[src/rtl/pdm_cic_decimator.sv]
// Stereo PDM to 16-bit PCM decimator: 3rd-order CIC, R = 2^DEC_LOG2.
// Output word {L,R} pushed into a native write FIFO.
module pdm_cic_decimator #(
    parameter int DEC_LOG2 = 5
) (
    input  logic        clk,
    input  logic        rst,
    input  logic        en,
    input  logic        pdm_l,
    input  logic        pdm_r,
    output logic        wren,
    output logic [31:0] wrdat,
    input  logic        wrfull,
    output logic        ovf
);

    localparam int IW  = 2 + 3 * DEC_LOG2;
    localparam int SH  = 3 * DEC_LOG2;
    localparam int SHR = (SH > 15) ? SH - 15 : 0;
    localparam int SHL = (SH < 15) ? 15 - SH : 0;
    localparam int XW  = IW + SHL + 1;

    localparam logic [DEC_LOG2-1:0] DC_LAST = '1;
    localparam logic signed [XW-1:0] PMAX = XW'(32767);
    localparam logic signed [XW-1:0] NMIN = -XW'(32768);

    logic [DEC_LOG2-1:0] dc;
    logic [1:0]          wu;
    logic                stb;
    logic                p0;
    logic                p1;
    logic                p2;
    logic                vld;

    logic [IW-1:0] x    [2];
    logic [IW-1:0] i1   [2];
    logic [IW-1:0] i2   [2];
    logic [IW-1:0] i3   [2];
    logic [IW-1:0] v    [2];
    logic [IW-1:0] v_d  [2];
    logic [IW-1:0] c1   [2];
    logic [IW-1:0] c1_d [2];
    logic [IW-1:0] c2   [2];
    logic [IW-1:0] c2_d [2];
    logic [IW-1:0] c3   [2];
    logic signed [XW-1:0] sc [2];
    logic [15:0]   sat  [2];

    assign stb  = (dc == DC_LAST);
    assign wren = vld & en & ~wrfull;

    // Bit 1 -> +1, bit 0 -> -1; third comb and scaling to 16-bit full scale
    always_comb begin
        x[0] = pdm_l ? IW'(1) : {IW{1'b1}};
        x[1] = pdm_r ? IW'(1) : {IW{1'b1}};
        for (int ch = 0; ch < 2; ch++) begin
            c3[ch] = c2[ch] - c2_d[ch];
            sc[ch] = (XW'($signed(c3[ch])) <<< SHL) >>> SHR;
            if (sc[ch] > PMAX) begin
                sat[ch] = 16'h7fff;
            end else if (sc[ch] < NMIN) begin
                sat[ch] = 16'h8000;
            end else begin
                sat[ch] = sc[ch][15:0];
            end
        end
    end

    always_ff @(posedge clk or posedge rst) begin
        if (rst) begin
            dc    <= '0;
            wu    <= '0;
            p0    <= 1'b0;
            p1    <= 1'b0;
            p2    <= 1'b0;
            vld   <= 1'b0;
            wrdat <= '0;
            ovf   <= 1'b0;
            for (int ch = 0; ch < 2; ch++) begin
                i1[ch]   <= '0;
                i2[ch]   <= '0;
                i3[ch]   <= '0;
                v[ch]    <= '0;
                v_d[ch]  <= '0;
                c1[ch]   <= '0;
                c1_d[ch] <= '0;
                c2[ch]   <= '0;
                c2_d[ch] <= '0;
            end
        end else begin
            if (vld && en && wrfull) begin
                ovf <= 1'b1;
            end
            if (!en) begin
                dc  <= '0;
                wu  <= '0;
                p0  <= 1'b0;
                p1  <= 1'b0;
                p2  <= 1'b0;
                vld <= 1'b0;
                for (int ch = 0; ch < 2; ch++) begin
                    i1[ch]   <= '0;
                    i2[ch]   <= '0;
                    i3[ch]   <= '0;
                    v[ch]    <= '0;
                    v_d[ch]  <= '0;
                    c1[ch]   <= '0;
                    c1_d[ch] <= '0;
                    c2[ch]   <= '0;
                    c2_d[ch] <= '0;
                end
            end else begin
                dc  <= dc + 1'b1;
                p0  <= stb;
                p1  <= p0;
                p2  <= p1;
                vld <= p2 && (wu == 2'd3);
                if (p2) begin
                    if (wu != 2'd3) begin
                        wu <= wu + 2'd1;
                    end else begin
                        wrdat <= {sat[0], sat[1]};
                    end
                end
                for (int ch = 0; ch < 2; ch++) begin
                    i1[ch] <= i1[ch] + x[ch];
                    i2[ch] <= i2[ch] + i1[ch];
                    i3[ch] <= i3[ch] + i2[ch];
                    // Capture the integrator value as updated at this edge
                    if (stb) begin
                        v[ch] <= i3[ch] + i2[ch];
                    end
                    if (p0) begin
                        c1[ch]  <= v[ch] - v_d[ch];
                        v_d[ch] <= v[ch];
                    end
                    if (p1) begin
                        c2[ch]   <= c1[ch] - c1_d[ch];
                        c1_d[ch] <= c1[ch];
                    end
                    if (p2) begin
                        c2_d[ch] <= c2[ch];
                    end
                end
            end
        end
    end

endmodule

[config.mk]
export PLATFORM = sky130hd
export DESIGN_NAME = pdm_cic_decimator
export DESIGN_NICKNAME = d
export VERILOG_FILES = /design/src/rtl/pdm_cic_decimator.sv
export SDC_FILE = /design/constraint.sdc
export NUM_CORES = 1
export LEC_CHECK = 0
export CELL_PAD_IN_SITES_DETAIL_PLACEMENT = 1
export CELL_PAD_IN_SITES_GLOBAL_PLACEMENT = 1
export CORE_MARGIN = 2
export CORE_UTILIZATION = 30
export CTS_CLUSTER_DIAMETER = 30
export DETAILED_ROUTE_END_ITERATION = 6
export GPL_TIMING_DRIVEN = 0
export HOLD_SLACK_MARGIN = 0.03
export PLACE_DENSITY = 0.55
export SETUP_SLACK_MARGIN = 0.5
export SYNTH_ARGS = -nofsm -noshare
export SYNTH_HDL_FRONTEND = slang
export SYNTH_SLANG_ARGS = --single-unit
export TNS_END_PERCENT = 5
[constraint.sdc]
create_clock -name clk -period 13.4 [get_ports clk]
set_input_delay 2.01 -clock clk [delete_from_list [all_inputs] [get_ports clk]]
set_output_delay 2.01 -clock clk [all_outputs]
set_load 0.02 [all_outputs]
==> results of run 1 <==
[placed cells by master (no fill, tap or decap), types with 7 or more instances in the layout]
cell type	count
a211oi_1	29
a21boi_1	7
a21o_1	60
a21oi_1	133
a31oi_1	12
and2_1	26
and3_1	13
buf_1	14
bufinv_16	15
clkbuf_1	74
clkbuf_16	98
clkbuf_8	10
clkdlybuf4s50_1	38
clkinv_2	17
clkinvlp_4	7
dfrtp_1	350
fa_1	12
ha_1	193
inv_1	138
maj3_1	14
mux2i_1	141
nand2_1	146
nand2b_1	30
nand3_1	38
nand4_1	17
nor2_1	308
nor2b_1	24
nor3_1	42
nor3b_1	7
o211ai_1	9
o21a_1	39
o21ai_0	81
o21ai_1	61
o21bai_1	18
o22ai_1	7
o31ai_1	14
or2_2	7
or3_1	15
xnor2_1	85
xor2_1	60
[metal layers]
layer  vias up  part of all wire  track usage
met2       203              0.50        0.303
li1       8360                 -            -
met4         0             0.029       0.0619
met3       106             0.027       0.0266
met5         -                 0            0
met1      8133              0.44        0.200
[logic make-up after synthesis]
logic type,share of synthesized area
DFF,0.405
muxes,0.0652
and+or+nand+nor,0.146
AOI/OAI and AO/OA,0.157
adders and majority gates,0.129
buffers and inverters,0.0384
xor gates and xnor gates,0.0587
[final timing paths]
kind                                 startpoint               endpoint
max in group asynchronous                   rst  wrdat[30]$_DFFE_PP0P_
min in group asynchronous                   rst       i3[17]$_DFF_PP0_
worst min-delay path            dc[0]$_DFF_PP0_        dc[0]$_DFF_PP0_
worst min register to register  dc[0]$_DFF_PP0_        dc[0]$_DFF_PP0_
worst max register to register  i2[0]$_DFF_PP0_       i2[16]$_DFF_PP0_
worst max-delay path                         en                   wren
[stage by stage]
stage / power (mW) / util / worst slack [ps] / setup TNS, ps / instance area (um^2)
after floorplan: 1.96 / - / 1680 / 0 / 21600
after CTS: 4.62 / 0.373 / 6400 / 0 / 26700
after detailed placement: 2.22 / 0.326 / 6430 / 0 / 23300
final: 4.56 / 0.373 / 6510 / 0 / 26700
after global routing: 4.81 / 0.373 / 6210 / 0 / 26700
after global placement: 2.18 / 0.325 / -3330 / -1143610 / 23200
[where the power goes]
group	total (mW)	switching, mW	leakage (nW)	internal, mW
clock network	2.36	0.690	1.64	1.67
registers	1.26	0.0860	4.80	1.17
logic	0.950	0.556	5.28	0.394
total	4.56	1.33	11.7	3.23
[state kept, by name, indices dropped and copies added, names as in the netlist]
signal / cells
i1: 34
ovf: 1
v_d: 34
dc: 5
c1: 34
i3: 34
c1_d: 34
i2: 34
p0: 1
wu: 2
c2: 34
wrdat: 32
v: 34
c2_d: 34
p2: 1
p1: 1
vld: 1
[cell type report]
cell class	count	area (um^2)
diodes	1	2.50
plain buffers	76	302
clock buffers	123	2650
clock inverters	50	714
fillers	8116	44800
inverters	141	537
multi-input cells	1731	12000
flip-flops and latches	350	8760
well taps	950	1190
repair buffers	41	463
==> run metrics, run 1 <==
status completed; Setup CP Type in -> out; slowest stage cell, crit path clkbuf_1; WP data required around 11000 ps; largest net degree at the start of global routing 117; die height 273 um; layout cells sized above 1 0.0740; Post-Syn Area approximately 22000 um^2; cts repair resizes 0; area leader, netlist dfrtp_1; Post-Place Cells roughly 3300; crit path buf inv count 4; PwrDens between 150 and 200 nW/um^2; H-tree levels 3; IO buf count 38; Routed WL 60.8 mm; Unique masters post-synth between 70 and 80; Boundary Pins 40; CP peak stage delay between 800 and 900 ps; sequential-to-total area share from yosys stat 0.405; HPWL after DPL 46.5 mm; Mapped Cells 2298; gr usage total 0.168; CP Capture Type output port; initial antenna violation count 2; clk slew on worst S/H paths roughly 40 ps; R2R cell count 10; antenna viol nets, final 0; Cell Chain, Critical Path clkbuf_1 > clkbuf_1 > clkbuf_1 > nand2_1 > nor2_1 > clkdlybuf4s50_1; area fraction of the dominant cell type after synthesis 0.405; Max clock buf depth 3; Seq cells post-synth 350; Synth top cells by count dfrtp_1 (350), nor2_1 (308), ha_1 (193); post-CTS setup repair buffer count 0; Area contributors post-synth dfrtp_1 (40%), ha_1 (11%), mux2i_1 (6.5%); number of max-cap violations 0; root buf cell clkbuf_16; relative slew slack 0.215; Mapped Nets 2509; DIE AREA 74300 um^2; DIE WIDTH between 200 and 300 um; minimum clock period after layout ~6900 ps; ys flop type dfrtp_1; hold path depth 1; Mapped Avg Cell Area about 9.4 um^2; # DRC 0; Max Clk Rate 145 MHz; R2R setup slack approximately 10000 ps; most common cell in the netlist dfrtp_1; P_leak 11.7 nW; CTS tree yes; grt ovf 0; fin cells around 3500; initial core utilization 0.303; crit-path most repeated cell clkbuf_1; CTS Buf Count between 90 and 100; Least-Margin Pin Slew 1180 ps; max-slew violations 0; clk_lat worst skew 630 ps; # setup viols final 0; Worst EP arrival about 5000 ps; number of synthesized flops with an enable pin 0; GPL Wtd Cong between 0.7 and 0.8; worst clock skew 22.3 ps; DR vias 16802; via/cell ratio about 4.9; DRT Pass-1 Iters 4; vias in the first global route between 15000 and 20000; maximum VDD drop around 0.00017 V; clk sinks 350; Hold Crit Class reg -> reg; post-cts hold buffer count 0; crit path max fanout 10; hold_ws approximately 470 ps; Syn. warnings 0; final hold vios 0; DR WL/cell around 18 um; first-pass GRT wire length approximately 99 mm; RSZ-0062 raised after global routing no; fin crit share 0.515; Setup crit start kind input pin; Top delay family on crit path buffers and inverters; Layout area overhead 23.2%; asr flop ratio synth 1.00; Initial DRC Count approximately 560; Core Region approximately 71000 um^2; CP Depth 6; Final Net Count 2648; FP Rows slightly below 100
Note: power is estimated with default switching activity, not from simulation.
==> run 2, diff against run 1 <==
--- a/config.mk
+++ b/config.mk
@@ -13,7 +13,7 @@
 export DETAILED_ROUTE_END_ITERATION = 6
 export GPL_TIMING_DRIVEN = 0
 export HOLD_SLACK_MARGIN = 0.03
-export PLACE_DENSITY = 0.55
+export PLACE_DENSITY = 0.57
 export SETUP_SLACK_MARGIN = 0.5
 export SYNTH_ARGS = -nofsm -noshare
 export SYNTH_HDL_FRONTEND = slang
==> constraint.sdc (replaced) <==
create_clock -name clk -period 6.3 [get_ports clk]
set_input_delay 0.945 -clock clk [delete_from_list [all_inputs] [get_ports clk]]
set_output_delay 0.945 -clock clk [all_outputs]
set_load 0.02 [all_outputs]
==> run metrics, run 2 (synthesis results as in run 1) <==
fin cells between 3000 and 4000; Layout area overhead 23.9%; final hold vios 0; CTS tree yes; Final Net Count between 2000 and 3000; DIE WIDTH between 200 and 300 um; GPL Wtd Cong between 0.8 and 0.9; # setup viols final 0; Initial DRC Count 500; antenna viol nets, final 0; cts repair resizes 0; CP Depth 6; Boundary Pins 40; CTS Buf Count 95; Hold Crit Class reg -> reg; die height approximately 270 um; clk slew on worst S/H paths 40 ps; Max clock buf depth 3; FP Rows around 100; CP Capture Type output port; PwrDens roughly 360 nW/um^2; relative slew slack 0.173; CP peak stage delay between 800 and 900 ps; status completed; H-tree levels 3; R2R Path Start i1[0]$_DFF_PP0_; FF+latch area a little under 9000 um^2; placed inst area approximately 23000 um^2; Cell Chain, Critical Path clkbuf_1 > clkbuf_1 > clkbuf_1 > nand2_1 > nor2_1 > clkdlybuf4s50_1; layout cells sized above 1 0.0786; # DRC 0; DR WL/cell between 15 and 20 um; commonest non-fill, non-tap cell in the layout dfrtp_1; gr usage total 0.167; post-cts hold buffer count 0; post-CTS setup repair buffer count 0; R2R cell count 10; hold_ws 454 ps; Max Clk Rate around 200 MHz; clk_lat worst skew around 640 ps; DR vias between 15000 and 20000; WP data required 5350 ps; grt ovf 0; initial core utilization 0.303; commonest cells after routing, fill and taps aside dfrtp_1 (350), nor2_1 (308), ha_1 (193), nand2_1 (146), mux2i_1 (141); initial antenna violation count 2; root buf cell clkbuf_16; crit path buf inv count 4; slowest stage cell, crit path clkbuf_1; minimum clock period after layout slightly below 5000 ps; Routed WL between 60 and 70 mm; DIE AREA around 74000 um^2; Setup crit start kind input pin; P_leak 11.8 nW; largest net degree at the start of global routing 40; crit-path most repeated cell clkbuf_1; Core Region around 71000 um^2; worst flop-to-flop path endpoint i2[16]$_DFF_PP0_; Worst EP arrival 3950 ps; crit path max fanout 10; worst setup path end wren; RSZ-0062 raised after global routing no; area of the multi-input gates ~12000 um^2; max-slew violations 0; via/cell ratio between 4 and 5; DRT Pass-1 Iters 4; R2R setup slack 2750 ps; clk sinks 350; maximum VDD drop roughly 0.00023 V; Top delay family on crit path buffers and inverters; HP Start dc[0]$_DFF_PP0_; Least-Margin Pin Slew roughly 1200 ps; critical path startpoint en; IO buf count 38; Post-Place Cells roughly 3300; Setup CP Type in -> out; HPWL after DPL roughly 47 mm; worst clock skew 26.2 ps; Fillers between 8000 and 9000; fin crit share 0.777; vias in the first global route 18334; post-layout util 0.375; first-pass GRT wire length roughly 100 mm; final instance area 26800 um^2; number of max-cap violations 0
-- run 2: cell count changes in the layout (fill, tap and decap cells not counted), sizes merged --
cell,delta
clkinvlp,+6
bufinv,-2
inv,-2
clkinv,-3
buf,+7
-- run 2: cell type report --
cell class                 count  share of cell area
timing repair buffer          48              0.0217
multi-input combinational   1731               0.449
sequential                   350               0.327
buffer                        76              0.0112
inverter                     141              0.0199
tap                          950              0.0443
clock buffer                 123               0.100
antenna                        1           0.0000933
clock inverter                49              0.0269
-- run 2: worst min-delay path by stage --
stage                     cells past startpoint         endpoint
after detailed placement                      1  dc[0]$_DFF_PP0_
final                                         1  dc[0]$_DFF_PP0_
after global routing                          1  dc[0]$_DFF_PP0_
after floorplan                               1  dc[0]$_DFF_PP0_
after CTS                                     1  dc[0]$_DFF_PP0_
after global placement                        1  dc[0]$_DFF_PP0_
-- run 2: worst reg2reg max path: cells and delay by family (launching register included) --
kind,cells,cell delay (ps)
AND/OR/NAND/NOR,1,50
AO/OA/AOI/OAI,6,2090
adder cells (fa/ha/maj),2,660
XOR/XNOR,1,180
flip-flops,1,410
-- run 2: routing by layer --
layer | wire length, um | vias up | track usage
met3 | 1520 | 112 | 0.0266
met5 | 0 | - | 0
li1 | - | 8364 | -
met1 | 26700 | 8165 | 0.199
met4 | 1790 | 0 | 0.0590
met2 | 30200 | 180 | 0.301
-- run 2: power by group --
part | internal, mW | leakage (nW) | switching (mW)
registers | 2.49 | 4.80 | 0.186
clock network | 3.52 | 1.64 | 1.50
logic | 0.844 | 5.33 | 1.17
total | 6.85 | 11.8 | 2.85
-- run 2: stage by stage --
stage | setup TNS, ps | power (mW) | setup slack [ps]
detailed placement | 0 | 4.71 | 1250
global placement | -669690 | 4.61 | -1970
global route | 0 | 10.2 | 1170
finish | 0 | 9.70 | 1400
CTS | 0 | 9.82 | 1240
floorplan | 0 | 4.18 | 669
